### config.mk
export PLATFORM = sky130hd
export DESIGN_NAME = sdram_dq_arbiter
export DESIGN_NICKNAME = d
export VERILOG_FILES = /design/src/rtl/sdram_dq_arbiter.sv
export SDC_FILE = /design/constraint.sdc
export NUM_CORES = 1
export LEC_CHECK = 0
export CAP_MARGIN = 5
export CORE_ASPECT_RATIO = 1.2
export CORE_MARGIN = 8
export CORE_UTILIZATION = 40
export DETAILED_ROUTE_END_ITERATION = 10
export DONT_BUFFER_PORTS = 1
export HOLD_SLACK_MARGIN = 0.06
export PLACE_DENSITY = 0.65
export RECOVER_POWER = 50
export SLEW_MARGIN = 10
export SYNTH_ARGS = -nofsm -noshare
export SYNTH_HDL_FRONTEND = slang
export SYNTH_SLANG_ARGS = --single-unit
### constraint.sdc
create_clock -name clk -period 1.8 [get_ports clk]
set_input_delay 0.36 -clock clk [delete_from_list [all_inputs] [get_ports clk]]
set_output_delay 0.36 -clock clk [all_outputs]
set_load 0.03 [all_outputs]
### src/rtl/sdram_dq_arbiter.sv
// Round-robin owner of the shared SDRAM DQ bus: write bursts from the frame
// loader, read bursts for TFT scan-out, with read->write turnaround.
module sdram_dq_arbiter #(
  parameter int WIDTH   = 16,
  parameter int BURST   = 8,
  parameter int CAS_LAT = 2,
  parameter int TURN    = 1
) (
  input  logic             clk,
  input  logic             rst_n,
  input  logic             wr_req,
  output logic             wr_gnt,
  input  logic [WIDTH-1:0] wr_data,
  output logic             wr_data_ack,
  input  logic             rd_req,
  output logic             rd_gnt,
  output logic [WIDTH-1:0] rd_data,
  output logic             rd_valid,
  output logic             cmd_wr,
  output logic             cmd_rd,
  output logic             dq_oe,
  output logic [WIDTH-1:0] dq_out,
  input  logic [WIDTH-1:0] dq_in,
  output logic             busy
);

  typedef enum logic [1:0] {
    S_IDLE,
    S_TURN,
    S_WRITE,
    S_READ
  } state_t;

  localparam logic [7:0] BL = 8'(BURST);
  localparam logic [7:0] CL = 8'(CAS_LAT);
  localparam logic [7:0] TL = 8'(TURN);

  state_t           state_q, state_d;
  logic [7:0]       cnt_q, cnt_d;
  logic             last_wr_q, last_wr_d;
  logic             dir_wr_q, dir_wr_d;
  logic             rd_wait_q, rd_wait_d;
  logic             wr_gnt_d, rd_gnt_d;
  logic             rd_valid_d, cmd_wr_d, cmd_rd_d;
  logic             dq_oe_d;
  logic [WIDTH-1:0] rd_data_d, dq_out_d;
  logic             pick_rd;

  // Read wins a tie unless it was the last one served.
  assign pick_rd = rd_req && (!wr_req || last_wr_q);
  assign busy    = (state_q != S_IDLE);

  always_comb begin
    state_d     = state_q;
    cnt_d       = cnt_q + 8'd1;
    last_wr_d   = last_wr_q;
    dir_wr_d    = dir_wr_q;
    rd_wait_d   = rd_wait_q;
    wr_gnt_d    = wr_gnt;
    rd_gnt_d    = rd_gnt;
    rd_valid_d  = 1'b0;
    cmd_wr_d    = 1'b0;
    cmd_rd_d    = 1'b0;
    dq_oe_d     = dq_oe;
    rd_data_d   = rd_data;
    dq_out_d    = dq_out;
    wr_data_ack = 1'b0;
    unique case (state_q)
      S_IDLE: begin
        cnt_d = 8'd0;
        if (pick_rd) begin
          state_d   = S_READ;
          rd_gnt_d  = 1'b1;
          cmd_rd_d  = 1'b1;
          rd_wait_d = 1'b1;
        end else if (wr_req) begin
          wr_gnt_d = 1'b1;
          state_d  = dir_wr_q ? S_WRITE : S_TURN;
        end
      end
      S_TURN: begin
        dq_oe_d = 1'b0;
        if (cnt_q == TL - 8'd1) begin
          cnt_d   = 8'd0;
          state_d = S_WRITE;
        end
      end
      S_WRITE: begin
        if (cnt_q < BL) begin
          wr_data_ack = 1'b1;
          dq_out_d    = wr_data;
          dq_oe_d     = 1'b1;
          cmd_wr_d    = (cnt_q == 8'd0);
        end else begin
          dq_oe_d   = 1'b0;
          wr_gnt_d  = 1'b0;
          dir_wr_d  = 1'b1;
          last_wr_d = 1'b1;
          cnt_d     = 8'd0;
          state_d   = S_IDLE;
        end
      end
      S_READ: begin
        dq_oe_d = 1'b0;
        // Wait out CAS latency, then count captured words.
        if (rd_wait_q) begin
          if (cnt_q == CL - 8'd1) begin
            cnt_d     = 8'd0;
            rd_wait_d = 1'b0;
          end
        end else if (cnt_q < BL) begin
          rd_data_d  = dq_in;
          rd_valid_d = 1'b1;
        end else begin
          rd_gnt_d  = 1'b0;
          dir_wr_d  = 1'b0;
          last_wr_d = 1'b0;
          cnt_d     = 8'd0;
          state_d   = S_IDLE;
        end
      end
      default: state_d = S_IDLE;
    endcase
  end

  always_ff @(posedge clk or negedge rst_n) begin
    if (!rst_n) begin
      state_q   <= S_IDLE;
      cnt_q     <= 8'd0;
      last_wr_q <= 1'b1;
      dir_wr_q  <= 1'b0;
      rd_wait_q <= 1'b0;
      wr_gnt    <= 1'b0;
      rd_gnt    <= 1'b0;
      rd_valid  <= 1'b0;
      cmd_wr    <= 1'b0;
      cmd_rd    <= 1'b0;
      dq_oe     <= 1'b0;
      rd_data   <= '0;
      dq_out    <= '0;
    end else begin
      state_q   <= state_d;
      cnt_q     <= cnt_d;
      last_wr_q <= last_wr_d;
      dir_wr_q  <= dir_wr_d;
      rd_wait_q <= rd_wait_d;
      wr_gnt    <= wr_gnt_d;
      rd_gnt    <= rd_gnt_d;
      rd_valid  <= rd_valid_d;
      cmd_wr    <= cmd_wr_d;
      cmd_rd    <= cmd_rd_d;
      dq_oe     <= dq_oe_d;
      rd_data   <= rd_data_d;
      dq_out    <= dq_out_d;
    end
  end

endmodule

==> results of run 1 <==
-- synthesized netlist by cell type, drive strengths merged (2+ instances only) --
library cell,instances,area share (%)
dfrtp,50,57
mux2,32,18
nor2,16,3.5
inv,9,1.5
nand2,9,1.9
nand3,7,2.2
o21ai,5,1.1
xor2,5,2.0
and3,4,1.1
ha,3,1.7
nor2b,3,0.85
a22o,2,0.80
a31oi,2,0.57
buf,2,1.0
clkbuf,2,0.34
nand4,2,0.57
-- metal layers --
layer / vias up / global-route usage, % / routed length [µm]
li1: 605 / - / -
met1: 677 / 11.4 / 1630
met2: 56 / 20.2 / 2470
met3: 8 / 5.96 / 449
met4: 0 / 5.46 / 98
met5: - / 0 / 0
-- where the power goes --
part / internal [mW] / switching, mW
Combinational: 1.07 / 0.909
Sequential: 1.68 / 1.29
Clock: 0.314 / 0.373
Total: 3.06 / 2.58
-- what timing repair did --
action | CTS | global route
hold buffers | 2 | 0
buffers inserted | 3 | 1
hold endpoints to repair | 51 | 0
pin swaps | 2 | 2
setup endpoints to repair | 3 | 39
resized for setup | 2 | 2
-- layout by cell type, fill, tap and decap left out, types with 2 or more instances in the layout --
cell	n
inv_1	7
a22o_1	2
buf_4	9
o21ai_0	4
xor2_1	5
nand4_1	2
nor2_1	15
mux2_4	9
nand2_1	8
clkinvlp_4	2
nor2b_1	3
clkbuf_8	6
ha_1	3
dfrtp_1	50
and3_1	4
nand3_1	6
a31oi_1	2
mux2_2	23
-- final cells by class --
cell class	count	area [µm²]
clock inverters	2	16.3
fillers	482	2840
inverters	9	37.5
repair buffers	12	103
well taps	62	77.6
multi-input cells	103	862
flip-flops and latches	51	1280
clock buffers	6	82.6
-- worst max-delay path by stage --
| stage | from | endpoint | slack, ns | cells after the start |
|---|---|---|---|---|
| 2_1_floorplan | cnt_q[4] | wr_data_ack | 0.03 | 5 |
| 3_3_place_gp | cnt_q[4] | cnt_q[2] | 0.10 | 4 |
| 3_5_place_dp | cnt_q[4] | cnt_q[2] | 0.05 | 4 |
| 4_1_cts | cnt_q[6] | wr_data_ack | -0.05 | 4 |
| 5_1_grt | cnt_q[4] | wr_data_ack | -0.07 | 4 |
| 6_report | cnt_q[4] | wr_data_ack | -0.02 | 4 |
-- stage by stage --
step | total power [mW] | area, µm²
after floorplan | 4.42 | 2200
after global placement | 4.74 | 2300
after detailed placement | 4.86 | 2300
after CTS | 5.67 | 2470
after global routing | 5.97 | 2460
final | 5.64 | 2460
-- sequential cells by signal, summed over array words and instances, names as in the netlist, 2 cells and up --
register / flops
dq_out: 16
rd_data: 16
cnt_q: 8
state_q: 2
-- cells by family after synthesis --
family | count (synthesis) | share of synthesized area (%)
XOR/XNOR | 6 | 2.39
AND/OR/NAND/NOR | 46 | 11.9
multiplexers | 32 | 17.9
flip-flops | 51 | 58.0
AO/OA/AOI/OAI | 16 | 5.17
buffers and inverters | 13 | 2.90
adder cells (fa/ha/maj) | 3 | 1.71
==> impl_metrics.yaml, run 1 <==
drt:
  vias: 1346
  routed_wl_mm: 4.65
  viasPerCell: 5.49
  wl_per_cell_um: 19.0
  ant_nets: 0
  drtPass1Iterations: 5
  drt-initial-drc-count: 78
  drc: 0
critical_path:
  crit_fanout: 3
  crit_chain: "or3_4, nor2_8, nand2_4, clkinvlp_4"
  reg2reg_from: "cnt_q[4]"
  cpPeakStageDelay_ns: 0.43
  reg2regPathDepth: 6
  worstSetupStartpointType: "register"
  worstPathRequired_ns: 1.44
  slowest_stage: "or3_4"
  r2r_end: "rd_data[9]"
  reg2reg_setup_slack_ns: 0.08
  critPathKind: "register to output port"
  end_kind: "output port"
  critPathTopFamily: "simple AND/OR/NAND/NOR gates"
  cp.arrival_ns: 1.46
  crit_buf_inv: 1
layout:
  syn_to_final_growth_pct: 11.6
  diodes: 0
  finalNetCount: 221
  utilization_pct: 46.4
  drive_above_1_share_pct: 32.2
  fin_cells: 245
die:
  die_y_um: 97.3
  die_w_um: 83.7
  initial_utilization_pct: 41.5
  dieArea_um2: 8140
  io_pins: 76
  design.core.area_um2: 5300
  row_count: 29
power_and_ir_drop:
  ir_worst_vdd_v: 0.000548
  leakage_nw: 1.15
  power_density_nw_per_um2: 2300
synthesis:
  synth-async-reset-ratio_pct: 100
  syn_inst: 167
  synth-edff-count: 0
  synth_seq_cells: 51
  syn-mean-instance-area_um2: 13.2
  synth-main-ff-cell: "dfrtp_1"
  synth_area_um2: 2200
  ys_types: 34
  ys_warn_count: 0
  syn_nets: 206
  ys_seq_area_share_pct: 58.0
sta:
  fin_ws_ns: -0.0154
  fin_skew_ns: 0.00457
  rsz0062_at_grt: "yes"
  fin_crit_ns: 1.82
  fmax_mhz: 551
  setup_viol: 1
  tightest_slew_ns: 1.19
  fin_setup_tns_ns: -0.0154
  relSlewSlack_pct: 20.5
  drv_slew: 0
  finalCritPeriodShare_pct: 101
  worst_hold_slack_ns: 0.196
  hold_violations: 0
min_path:
  hp-start: "dq_in[0]"
  whs_path_depth: 1
  worstHoldEndpoint: "rd_data[0]"
  hp-class: "input port to register"
cts:
  cts_buffer_depth: 2
  cts_max_level: 2
  cts_sinks: 51
  cts_tree: "done"
  clkLatencyLatePin_ns: 0.30
  cts_buffers: 5
  root_buffer: "clkbuf_8"
  clk_pin_slew_worst_paths_ns: 0.09
global_route:
  grt_use_total_pct: 11.8
  grt_pass1_wl_mm: 7.73
  grt_pass1_vias: 1434
  grt_max_degree: 52
  antenna_found_initial: 0
  gr-total-overflow: 0
placement:
  globalplace.congestion: 0.816
  portBuffers: 0
  place_inst: 232
  dp_worst_setup_slack_ns: 0.0504
  hpwl_mm: 3.48
status:
  status: "complete, but fails checks"
  violations: "negative setup slack"
job:
  drv_cap: 0
No activity file was read; power rests on OpenSTA's default activity.
==> inputs of run 2 (changes only) <==
--- a/config.mk
+++ b/config.mk
@@ -9,6 +9,7 @@
 export CORE_ASPECT_RATIO = 1.2
 export CORE_MARGIN = 8
 export CORE_UTILIZATION = 40
+export CTS_CLUSTER_DIAMETER = 50
 export DETAILED_ROUTE_END_ITERATION = 10
 export DONT_BUFFER_PORTS = 1
 export HOLD_SLACK_MARGIN = 0.06
==> results of run 2 <==
Same layout as run 1: the final DEF is identical, and so are final timing and power.
